File: config.mk
export PLATFORM = sky130hd
export DESIGN_NAME = snoop_wb_ctrl
export DESIGN_NICKNAME = d
export VERILOG_FILES = /design/src/rtl/snoop_wb_pkg.sv /design/src/rtl/snoop_wb_rr_arb.sv /design/src/rtl/snoop_wb_ctrl.sv
export SDC_FILE = /design/constraint.sdc
export NUM_CORES = 1
export LEC_CHECK = 0
export CAP_MARGIN = 15
export CORE_MARGIN = 2
export CORE_UTILIZATION = 45
export CTS_CLUSTER_SIZE = 10
export DETAILED_ROUTE_END_ITERATION = 8
export PLACE_DENSITY = 0.68
export SYNTH_ARGS = -nofsm -noshare
export SYNTH_HDL_FRONTEND = slang
export SYNTH_SLANG_ARGS = --single-unit
File: constraint.sdc
create_clock -name clk -period 2.6 [get_ports clk]
set_clock_uncertainty 0.2 [all_clocks]
set_input_delay 0.52 -clock clk [delete_from_list [all_inputs] [get_ports clk]]
set_output_delay 0.52 -clock clk [all_outputs]
set_load 0.01 [all_outputs]
File: src/rtl/snoop_wb_pkg.sv
// Shared types and width helpers for the snoop/writeback controller.
// Widths are clamped to at least one bit so single-beat builds stay legal.
package snoop_wb_pkg;

    typedef enum logic [1:0] {
        IDLE  = 2'd0,
        WB    = 2'd1,
        FETCH = 2'd2
    } state_e;

    function automatic int ch_w(input int n);
        return (n > 1) ? $clog2(n) : 1;
    endfunction

    function automatic int beat_w(input int b);
        return (b > 1) ? $clog2(b) : 1;
    endfunction

endpackage

File: src/rtl/snoop_wb_rr_arb.sv
// Combinational round-robin arbiter: first set request at or after ptr_i, wrapping.
// Zero latency, no backpressure; the pointer register lives in the parent.
module snoop_wb_rr_arb
    import snoop_wb_pkg::*;
#(
    parameter int N_CH = 4
) (
    input  logic [N_CH-1:0]       req_i,
    input  logic [ch_w(N_CH)-1:0] ptr_i,
    output logic [N_CH-1:0]       grant_o,
    output logic [ch_w(N_CH)-1:0] idx_o,
    output logic                  any_o
);

    localparam int CH_W = ch_w(N_CH);
    localparam int PW   = CH_W + 1;

    logic [PW-1:0] pos;

    always_comb begin
        grant_o = '0;
        idx_o   = '0;
        any_o   = 1'b0;
        pos     = '0;
        for (int k = 0; k < N_CH; k++) begin
            // pos = (ptr + k) mod N_CH without a divider
            pos = {1'b0, ptr_i} + PW'(k);
            if (pos >= PW'(N_CH)) begin
                pos = pos - PW'(N_CH);
            end
            if (!any_o && req_i[pos[CH_W-1:0]]) begin
                any_o = 1'b1;
                idx_o = pos[CH_W-1:0];
            end
        end
        if (any_o) begin
            grant_o[idx_o] = 1'b1;
        end
    end

endmodule

File: src/rtl/snoop_wb_ctrl.sv
// Snoop writeback controller: per-channel sticky pend bits, RR multi-beat bursts, fetches behind. Optional SVA via SNOOP_WB_ASSERT_EN.
// Hit-to-writeback 2 cycles, rd/wr-to-fetch 2 cycles; beats advance on wb_ack, fetch holds until fetch_ack.
module snoop_wb_ctrl
    import snoop_wb_pkg::*;
#(
    parameter int N_CH  = 4,
    parameter int BEATS = 4
) (
    input  logic                      clk,
    input  logic                      reset_n,
    input  logic [N_CH-1:0]           snoop,
    input  logic [N_CH-1:0]           hit_modified,
    input  logic                      rd,
    input  logic                      wr,
    input  logic                      wb_ack,
    input  logic                      fetch_ack,
    output logic                      writeback,
    output logic [ch_w(N_CH)-1:0]     wb_ch,
    output logic [beat_w(BEATS)-1:0]  wb_beat,
    output logic                      wb_last,
    output logic                      fetch,
    output logic                      busy,
    output logic                      overrun
);

    localparam int CH_W   = ch_w(N_CH);
    localparam int BEAT_W = beat_w(BEATS);
    localparam logic [BEAT_W-1:0] LAST_BEAT = BEAT_W'(BEATS - 1);
    localparam logic [CH_W-1:0]   LAST_CH   = CH_W'(N_CH - 1);

    state_e            state_q, state_d;
    logic [N_CH-1:0]   pend_q, pend_d;
    logic              fetch_pend_q, fetch_pend_d;
    logic [CH_W-1:0]   ptr_q, ptr_d;
    logic [CH_W-1:0]   wb_ch_q, wb_ch_d;
    logic [N_CH-1:0]   wb_oh_q, wb_oh_d;
    logic [BEAT_W-1:0] wb_beat_q, wb_beat_d;
    logic              writeback_q, writeback_d;
    logic              wb_last_q, wb_last_d;
    logic              fetch_q, fetch_d;
    logic              busy_q, busy_d;
    logic              overrun_q, overrun_d;

    logic [N_CH-1:0]   hit, clr, pend_rem, arb_req, arb_gnt;
    logic [CH_W-1:0]   ptr_nxt, arb_ptr, arb_idx;
    logic              arb_any, final_ack, fetch_done;

    assign hit        = snoop & hit_modified;
    assign final_ack  = (state_q == WB) && wb_ack && (wb_beat_q == LAST_BEAT);
    assign fetch_done = (state_q == FETCH) && fetch_ack;
    assign clr        = final_ack ? wb_oh_q : '0;
    assign pend_d     = (pend_q & ~clr) | hit;
    // A hit on the channel finishing this cycle keeps it queued for the next pick
    assign pend_rem   = pend_q & ~(clr & ~hit);
    assign fetch_pend_d = fetch_done ? 1'b0 : (fetch_pend_q | rd | wr);
    assign ptr_nxt    = (wb_ch_q == LAST_CH) ? '0 : wb_ch_q + 1'b1;
    assign arb_req    = (state_q == WB) ? pend_rem : pend_q;
    assign arb_ptr    = (state_q == WB) ? ptr_nxt  : ptr_q;

    snoop_wb_rr_arb #(
        .N_CH (N_CH)
    ) u_arb (
        .req_i   (arb_req),
        .ptr_i   (arb_ptr),
        .grant_o (arb_gnt),
        .idx_o   (arb_idx),
        .any_o   (arb_any)
    );

    always_comb begin
        state_d   = state_q;
        wb_ch_d   = wb_ch_q;
        wb_oh_d   = wb_oh_q;
        wb_beat_d = wb_beat_q;
        ptr_d     = ptr_q;
        unique case (state_q)
            IDLE: begin
                if (arb_any) begin
                    state_d   = WB;
                    wb_ch_d   = arb_idx;
                    wb_oh_d   = arb_gnt;
                    wb_beat_d = '0;
                end else if (fetch_pend_q) begin
                    state_d = FETCH;
                end
            end
            WB: begin
                if (wb_ack) begin
                    if (wb_beat_q == LAST_BEAT) begin
                        ptr_d     = ptr_nxt;
                        wb_beat_d = '0;
                        if (arb_any) begin
                            wb_ch_d = arb_idx;
                            wb_oh_d = arb_gnt;
                        end else if (fetch_pend_q) begin
                            state_d = FETCH;
                        end else begin
                            state_d = IDLE;
                        end
                    end else begin
                        wb_beat_d = wb_beat_q + 1'b1;
                    end
                end
            end
            FETCH: begin
                if (fetch_ack) begin
                    if (arb_any) begin
                        state_d   = WB;
                        wb_ch_d   = arb_idx;
                        wb_oh_d   = arb_gnt;
                        wb_beat_d = '0;
                    end else begin
                        state_d = IDLE;
                    end
                end
            end
            default: state_d = IDLE;
        endcase

        writeback_d = (state_d == WB);
        wb_last_d   = (state_d == WB) && (wb_beat_d == LAST_BEAT);
        fetch_d     = (state_d == FETCH);
        busy_d      = (state_d != IDLE) || (|pend_d) || fetch_pend_d;
        overrun_d   = |(hit & pend_q & ~clr);
    end

    always_ff @(posedge clk or negedge reset_n) begin
        if (!reset_n) begin
            state_q      <= IDLE;
            pend_q       <= '0;
            fetch_pend_q <= 1'b0;
            ptr_q        <= '0;
            wb_ch_q      <= '0;
            wb_oh_q      <= '0;
            wb_beat_q    <= '0;
            writeback_q  <= 1'b0;
            wb_last_q    <= 1'b0;
            fetch_q      <= 1'b0;
            busy_q       <= 1'b0;
            overrun_q    <= 1'b0;
        end else begin
            state_q      <= state_d;
            pend_q       <= pend_d;
            fetch_pend_q <= fetch_pend_d;
            ptr_q        <= ptr_d;
            wb_ch_q      <= wb_ch_d;
            wb_oh_q      <= wb_oh_d;
            wb_beat_q    <= wb_beat_d;
            writeback_q  <= writeback_d;
            wb_last_q    <= wb_last_d;
            fetch_q      <= fetch_d;
            busy_q       <= busy_d;
            overrun_q    <= overrun_d;
        end
    end

    assign writeback = writeback_q;
    assign wb_ch     = wb_ch_q;
    assign wb_beat   = wb_beat_q;
    assign wb_last   = wb_last_q;
    assign fetch     = fetch_q;
    assign busy      = busy_q;
    assign overrun   = overrun_q;

`ifdef SNOOP_WB_ASSERT_EN
    localparam int SERVICE_BOUND = N_CH * (BEATS + 1) + 1;

    logic        ack_stall_q;
    logic [15:0] age_q [N_CH];

    // Service bound only holds while both acks have stayed high since reset
    always_ff @(posedge clk or negedge reset_n) begin
        if (!reset_n) begin
            ack_stall_q <= 1'b0;
            for (int i = 0; i < N_CH; i++) begin
                age_q[i] <= '0;
            end
        end else begin
            if (!wb_ack || !fetch_ack) begin
                ack_stall_q <= 1'b1;
            end
            for (int i = 0; i < N_CH; i++) begin
                age_q[i] <= (pend_q[i] && !clr[i]) ? age_q[i] + 1'b1 : '0;
            end
        end
    end

    a_mutex: assert property (@(posedge clk) disable iff (!reset_n)
        !(writeback_q && fetch_q));
    a_stable: assert property (@(posedge clk) disable iff (!reset_n)
        (writeback_q && !wb_ack) |=> (writeback_q && $stable(wb_ch_q) && $stable(wb_beat_q)));
    a_last: assert property (@(posedge clk) disable iff (!reset_n)
        wb_last_q == (writeback_q && (wb_beat_q == LAST_BEAT)));

    for (genvar g = 0; g < N_CH; g++) begin : g_service
        a_service: assert property (@(posedge clk) disable iff (!reset_n)
            !ack_stall_q |-> (age_q[g] <= 16'(SERVICE_BOUND)));
    end

    c_overrun: cover property (@(posedge clk) disable iff (!reset_n) overrun_q);
    c_requeue: cover property (@(posedge clk) disable iff (!reset_n) |(clr & hit));
`else
    // Checkers are compiled out; behaviour is unchanged.
`endif

endmodule

* Word-level counts from Yosys, hierarchy flattened
Cells that the tools add are included.
** Word-level totals
- Bits of input ports :: 14
- Output and inout bits :: 9
- Logic and storage cells :: 124
- Register bits after elaboration :: 22
** Operators by class
- Bitwise gates (word level) :: 12
- $add $sub $neg :: 9
- Muxes and demuxes :: 51
- Reduce and logical (&&, ||, !) cells :: 20
- $lt $le $gt $ge :: 10
- Equality and inequality tests :: 10
** Operators by type and width (count)
- 2-to-1 mux 2 bit :: 25
- AND 4 bit :: 6
- 2-to-1 mux 4 bit :: 6
- one-hot mux 2 bit (3 select lines) :: 3
- < comparator 2 x 3 -> 1 bit, second input constant :: 5
- NOT 4 bit :: 3
- one-hot mux 4 bit (3 select lines) :: 1
- 2-to-1 mux 1 bit :: 11
- == test 2 bit, second input constant :: 5
- greater-or-equal comparator 3 bit, second input constant :: 3
- binary-select mux 1 bit (select 2 bit) :: 4
- logical AND 1 bit :: 8
- OR reduction 4 bit :: 2
- subtractor 2 x 1 -> 2 bit, second input constant :: 4
- adder 2 x 2 -> 3 bit, second input constant :: 2
- adder 2 x 1 -> 2 bit, second input constant :: 2
- == test 2 x 1 -> 1 bit, second input constant :: 2
- inequality test 2 bit, second input constant :: 2
- bitwise OR 4 bit :: 1
- AND reduction 4 bit :: 1
- adder 2 x 1 -> 3 bit, second input constant :: 1
- greater-or-equal comparator 2 x 3 -> 1 bit, second input constant :: 1
- zero test 1 bit :: 3
- AND reduction 3 bit :: 1
- other kinds (8) :: 10

* Logic depth before layout (Yosys ltp)
Gate-level depths: netlist (run 1).
- Word-level depth :: 28
- Gate-level depth with buffers :: 8
- Depth with buffers taken out :: 6

* By module
Synthesis (run 1) repeated with hierarchy kept, for this count alone.
** Second synthesis, totals
- Cells, all modules :: 127
- Area total of the unflattened synthesis :: 1258.7 sq um
** Modules (own cells, without submodules)
- snoop_wb_ctrl :: sequential area each 550.5 sq um, area an instance 1047.3 sq um, instances 1, cells an instance 94
- snoop_wb_rr_arb :: sequential area each 0.0 sq um, area an instance 211.5 sq um, instances 1, cells an instance 33

* Worst setup path after synthesis (run 1)
No wires, ideal clock.
- Path type :: reg2reg
- From :: register wb_beat_q[0], in the netlist wb_beat[0]
- To :: register busy_q, in the netlist busy
- Data required time :: 2276 ps
- Period minus slack after synthesis :: 2342 ps
- Slack :: 258 ps
- Buffers on the path :: 1
- Arrival time :: 2018 ps
- Setup time :: 124 ps
- Stages on the path, launching flop included :: 8
- Cell sequence :: dfrtp_1 > ha_1 > and4b_4 > buf_12 > a21o_4 > nand2_2 > or4_1 > a211o_1
** On the way
- Elaborated cells between the ends (all ways) :: 39
- Classes of those cells :: 1 x eq/ne; 21 x mux; 6 x bitwise; 11 x reduce/logical
** RTL lines
- start: declaration :: line snoop_wb_ctrl.sv:37 : logic [BEAT_W-1:0] wb_beat_q, wb_beat_d;
- start signal: assignment :: line snoop_wb_ctrl.sv:148 : wb_beat_q <= wb_beat_d;
- == test 2 bit :: line snoop_wb_ctrl.sv:49 : assign final_ack = (state_q == WB) && wb_ack && (wb_beat_q == LAST_BEAT);
- logical AND 1 bit :: line snoop_wb_ctrl.sv:49
- 2-to-1 mux 4 bit :: line snoop_wb_ctrl.sv:51 : assign clr = final_ack ? wb_oh_q : '0;
- NOT 4 bit :: line snoop_wb_ctrl.sv:52 : assign pend_d = (pend_q & ~clr) | hit;
- AND 4 bit :: line snoop_wb_ctrl.sv:52
- bitwise OR 4 bit :: line snoop_wb_ctrl.sv:52
- net pend_d[0] :: line snoop_wb_ctrl.sv:32 : logic [N_CH-1:0] pend_q, pend_d;
- OR reduction 4 bit :: line snoop_wb_ctrl.sv:123 : busy_d = (state_d != IDLE) || (|pend_d) || fetch_pend_d;
- logical OR 1 bit (2 in a row) :: line snoop_wb_ctrl.sv:123
- net busy_d :: line snoop_wb_ctrl.sv:41 : logic busy_q, busy_d;
- end signal: assignment :: line snoop_wb_ctrl.sv:152 : busy_q <= busy_d;
- end: declaration :: line snoop_wb_ctrl.sv:41
The timed path passes the listed nets, and every way through them passes these cells. The select of a mux whose other input is x is not followed.
A chain may end at the register's enable or synchronous reset.

* Worst setup path after layout (run 1)
- From :: input port wb_ack
- To :: register busy_q, in the netlist busy
** On the way
- Elaborated cells between the ends (all ways) :: 39
- Classes of those cells :: 21 x mux; 6 x bitwise; 12 x reduce/logical
** RTL lines
- start: declaration :: line snoop_wb_ctrl.sv:15 : input logic wb_ack,
- logical AND 1 bit (2 in a row) :: line snoop_wb_ctrl.sv:49
- 2-to-1 mux 4 bit :: line snoop_wb_ctrl.sv:51
- NOT 4 bit :: line snoop_wb_ctrl.sv:52
- AND 4 bit :: line snoop_wb_ctrl.sv:52
- bitwise OR 4 bit :: line snoop_wb_ctrl.sv:52
- net pend_d[0] :: line snoop_wb_ctrl.sv:32
- OR reduction 4 bit :: line snoop_wb_ctrl.sv:123
- logical OR 1 bit (2 in a row) :: line snoop_wb_ctrl.sv:123
- net busy_d :: line snoop_wb_ctrl.sv:41
The timed path passes the listed nets, and every way through them passes these cells. The select of a mux whose other input is x is not followed.

==> impl_metrics.ini, run 1 <==
[outcome]
status = finished clean

[cts]
cts_buffers = 3
clkSinkCount = 22
cts_tree = yes
cts_setup_buffers = 0
ctsResizeCount = 0
holdBufCountCts = 0
clk_pin_slew_ns = 0.12
htree_num_levels = 1
cts_buffer_depth = 2
cts-root-buf = clkbuf_4
worstSkewPairLatency_ns = 0.31

[pwr]
power.density_nw_per_um2 = 902
power_w = 0.00153
p_int_w = 0.000904
clkPwrFrac_pct = 10.2
p_switching_w = 0.000630
p_leak_nw = 0.771
seqPwrFrac_pct = 34.3
combPwrFrac_pct = 55.5
sw_frac_of_total_pct = 41.0
max-vdd-ir-drop_mv = 0.654

[die]
fp.dieH_um = 58.1
core_region_area_sq_um = 2780
ioPinCount = 23
die-area_sq_um = 3380
die_w_um = 58.1
start_util_pct = 47.4
rows = 19

[grt]
grt_start_max_net_pins = 23
antenna_found_initial = 0
track_usage_pct = 18.8
grt_overflow = 0
grt_first_pass_wirelength_um = 4950
grt_pass1_vias = 1137

[worst_setup_path]
worstSetupPathType = in2reg
cp.buffers_inverters = 1
crit_required_ns = 2.61
cp_max_fo = 12
crit_path_top_delay_cell = or4_1
r2r_start = wb_beat[0]
arrival_ns = 2.39
slowest_delay_ns = 0.52
crit_start = wb_ack
cp-end-kind = flip-flop
crit_chain = clkdlybuf4s50_1 > and4b_4 > a21o_4 > nand2_2 > or4_1 > a211o_1
cp_top_family = simple AND/OR/NAND/NOR gates
cp-start-kind = input pin

[sta]
maxClockFrequency_ghz = 0.420
setup_viol = 0
period_share_pct = 91.5
slew_headroom_pct = 65.5
rsz0062_at_grt = false
final.min_clock_period_ns = 2.38
setup_tns_ns = 0
fin_ws_ns = 0.220
hold_viol = 0
finalMaxSlewViolations = 0
tightest_slew_ns = 0.502

[yosys]
synthTopCellsByArea = dfrtp_1 42%, nand2_1 6.8%, mux2i_1 3.8%
yosys.area.top_type_share_pct = 41.7
synth_area_sq_um = 1320
synth_cell_types = 41
ys_seq_area_share_pct = 41.7
ys_warn_count = 0
syn_area_per_cell_sq_um = 10.1
synthCells = 131
synth_top_area_cell = dfrtp_1
syn_nets = 147
ys_ff_latch = 22

[flow_run]
maxCapViolCount = 0

[placement]
dp_hpwl_um = 2180
placed_area_sq_um = 1680
dp_slack_ns = -0.115
gp_congestion = 0.793
io_buffer_count = 22

[finish]
final_net_count = 188
layout_commonest_cell = nand2_1
regArea_sq_um = 551
utilization_pct = 61.2
synthToLayoutAreaGrowth_pct = 29.0
fillers = 236
multi_input_area_sq_um = 712
fin_area_sq_um = 1700
num_antenna_cells = 0
drive_gt1_share_pct = 21.8
final_cell_mix = 24 x nand2_1, 22 x dfrtp_1, 22 x clkdlybuf4s50_1

[routing]
drc = 0
drtIter0Drc = 32
vias_per_cell = 5.67
drtPass1Iterations = 4
vias = 1140
drt-wirelength-per-cell_um = 14.1
routed_wl_um = 2840
ant_nets = 0

[worst_hold_path]
hold_start = ptr_q[0]
holdCritPathClass = reg2reg
## worst reg2reg max path, delay by kind of cell (launching register included)
family | cells | cell delay [ns]
AO/OA/AOI/OAI | 3 | 0.84
flip-flops | 1 | 0.45
AND/OR/NAND/NOR | 2 | 0.38
adder cells (fa/ha/maj) | 1 | 0.24
buffers and inverters | 1 | 0.16
## final cells by class
| type | instances | area share [%] |
|---|---|---|
| timing repair buffer | 40 | 20.9 |
| sequential | 22 | 32.4 |
| tap | 31 | 2.28 |
| multi-input combinational | 99 | 41.8 |
| clock buffer | 3 | 1.32 |
| inverter | 6 | 1.32 |
## per-layer routing
metal | share of wire, % | wire length, um | GRT usage [%] | vias up
met4 | 0.67 | 19 | 5.98 | 0
li1 | - | - | - | 567
met1 | 48 | 1360 | 24.9 | 537
met5 | 0 | 0 | 0 | -
met2 | 47 | 1340 | 31.0 | 34
met3 | 4.2 | 118 | 3.57 | 2
## power groups by stage
stage / logic (W) / clock network [W] / registers, W
6_report: 0.000851 / 0.000156 / 0.000527
5_1_grt: 0.000946 / 0.000172 / 0.000538
4_1_cts: 0.000848 / 0.000164 / 0.000526
3_5_place_dp: 0.000844 / 0 / 0.000532
3_3_place_gp: 0.000820 / 0 / 0.000530
2_1_floorplan: 0.000560 / 0 / 0.000530
## state kept, by name, summed over array words and instances, names as in the netlist, 2 cells and up
signal	cells
pend_q	4
ptr_q	2
state_q	2
wb_beat	2
wb_ch	2
wb_oh_q	4
## path summary, 6_finish.rpt
kind                                  end  cells after the start  slack (ns)
min in group asynchronous        ptr_q[0]                      2        0.34
max in group asynchronous       pend_q[3]                      2        1.63
worst min-delay path             ptr_q[0]                      2        0.31
worst max register to register       busy                      7        0.24
worst min register to register   ptr_q[0]                      2        0.31
worst max-delay path                 busy                      6        0.22
## cells by family after synthesis
family | share of synthesized area, %
muxes | 6.36
DFF | 41.7
adders and majority gates | 1.90
and+or+nand+nor | 17.6
AOI/OAI and AO/OA | 28.2
buffers and inverters | 4.27
## cells in the mapped netlist
master,instances
a31oi_4,1
nor3_1,2
a31o_2,2
nand2b_1,1
o31ai_1,2
or4_1,1
inv_1,6
a22oi_1,3
nand2_2,1
and4b_4,1
nor4_4,1
a211o_1,1
dfrtp_1,22
a221o_1,2
clkbuf_1,1
nor2_1,2
nor4_1,1
a311oi_1,1
nand4_1,1
buf_12,1
nor2b_1,2
and3_1,1
a41o_1,1
ha_1,2
o211ai_1,2
buf_2,2
and2b_1,2
nand3_1,2
o41ai_2,2
o22ai_1,2
a21oi_1,3
and2_1,2
o21ai_1,6
a21o_1,3
nand2_1,24
o22a_1,2
mux2i_1,5
a31oi_2,3
mux2_2,3
a21o_4,2
o21ai_0,7
## metrics by stage
| step | cells | hold slack, ns |
|---|---|---|
| after detailed placement | 198 | 0.284 |
| after floorplan | 131 | 0.0244 |
| after CTS | 201 | 0.317 |
| after global routing | 201 | 0.348 |
| after global placement | 198 | 0.267 |
| final | 201 | 0.309 |
Note: power is estimated with default switching activity, not from simulation.
==> inputs of run 2 (changes only) <==
- CORE_MARGIN: 2 -> not set
==> impl_metrics.ini, run 2 (synthesis results as in run 1) <==
[pwr]
p_int_w = 0.000933
seqPwrFrac_pct = 33.7
p_switching_w = 0.000627
power_w = 0.00156
p_leak_nw = 0.784
sw_frac_of_total_pct = 40.2
max-vdd-ir-drop_mv = 0.563
combPwrFrac_pct = 53.9
clkPwrFrac_pct = 12.3
power.density_nw_per_um2 = 903

[sta]
period_share_pct = 92.5
setup_viol = 0
fin_ws_ns = 0.195
maxClockFrequency_ghz = 0.416
slew_headroom_pct = 67.2
finalMaxSlewViolations = 0
rsz0062_at_grt = false
hold_viol = 0
tightest_slew_ns = 0.478
whs_ns = 0.295
final.min_clock_period_ns = 2.41

[cts]
htree_num_levels = 1
cts_buffers = 3
cts_setup_buffers = 0
holdBufCountCts = 0
worstSkewPairLatency_ns = 0.31
clk_pin_slew_ns = 0.12
ctsResizeCount = 0
cts-root-buf = clkbuf_4
cts_tree = yes
cts_buffer_depth = 2
clkSinkCount = 22

[worst_setup_path]
slowest_delay_ns = 0.45
cp-start-kind = flip-flop
r2r_start = wb_beat[0]
cp-end-kind = flip-flop
crit_path_top_delay_cell = dfrtp_1
worstSetupPathType = reg2reg
crit_start = wb_beat[0]
arrival_ns = 2.42
crit_required_ns = 2.61
crit_chain = ha_1 > and4b_2 > a31oi_2 > nor4_4 > buf_4 > a21o_1 > a211o_1
cp.buffers_inverters = 1
cp_max_fo = 6
cp_top_family = compound AO/OA/AOI/OAI gates

[worst_hold_path]
hold_start = ptr_q[0]
holdCritPathClass = reg2reg

[routing]
routed_wl_um = 2860
drtIter0Drc = 25
ant_nets = 0
vias_per_cell = 5.69
drt-wirelength-per-cell_um = 14.1
vias = 1156
drc = 0
drtPass1Iterations = 4

[placement]
dp_slack_ns = -0.111
gp_congestion = 0.825
io_buffer_count = 22
dp_hpwl_um = 2120
placed_area_sq_um = 1680

[finish]
layout_commonest_cell = nand2_1
fin_area_sq_um = 1730
fillers = 239
synthToLayoutAreaGrowth_pct = 30.9
num_antenna_cells = 0
drive_gt1_share_pct = 22.7
reg_top3 = pend_q: 4 flops, wb_oh_q: 4 flops
final_cell_mix = 24 x nand2_1, 22 x dfrtp_1, 22 x clkdlybuf4s50_1
final_net_count = 189
utilization_pct = 62.6

[grt]
grt_first_pass_wirelength_um = 5040
antenna_found_initial = 0
grt_pass1_vias = 1167
track_usage_pct = 20.0
grt_overflow = 0
grt_start_max_net_pins = 23

[die]
core_region_area_sq_um = 2760
fp.dieH_um = 56.1
rows = 19
ioPinCount = 23
die-area_sq_um = 3150
die_w_um = 56.1
start_util_pct = 47.8

[outcome]
status = finished clean

[flow_run]
maxCapViolCount = 0
[run 2: area by class of cell]
| type | count | area, sq um | share of cell area [%] |
|---|---|---|---|
| multi-input cells | 100 | 723 | 41.9 |
| flip-flops and latches | 22 | 551 | 31.9 |
| repair buffers | 40 | 355 | 20.6 |
| well taps | 31 | 38.8 | 2.25 |
| clock buffers | 4 | 36.3 | 2.10 |
| inverters | 6 | 22.5 | 1.30 |
[run 2: stage by stage]
stage / setup TNS, ns / instances
floorplan: 0 / 131
global placement: -0.158 / 198
detailed placement: -0.236 / 198
CTS: 0 / 202
global route: 0 / 203
finish: 0 / 203
[run 2: tightest hold or removal path, cell delays in order (launching register included)]
cell and delay [ns]:
dfrtp_1 0.37, nand2_1 0.05, nand2_1 0.05
[run 2: path summary, 6_finish.rpt]
check                           cells after the start  slack (ns)        to
worst max-delay path                                7        0.19      busy
worst min-delay path                                2        0.30  ptr_q[0]
worst max register to register                      7        0.19      busy
worst min register to register                      2        0.30  ptr_q[0]
max in group asynchronous                           2        1.63      busy
min in group asynchronous                           2        0.34  wb_ch[1]
[run 2: power groups by stage]
stage | clock, W | combinational, W | sequential, W
after floorplan | 0 | 0.000560 | 0.000530
after global placement | 0 | 0.000807 | 0.000529
after detailed placement | 0 | 0.000831 | 0.000534
after CTS | 0.000204 | 0.000833 | 0.000527
after global routing | 0.000212 | 0.000943 | 0.000543
final | 0.000192 | 0.000841 | 0.000526
[run 2: per-layer routing]
layer  vias up  GRT usage [%]  wire length [um]
li1        570              -                 -
met2        26           33.8              1390
met5         -              0                 0
met3         5           2.33                87
met4         0           7.32                49
met1       555           26.4              1340
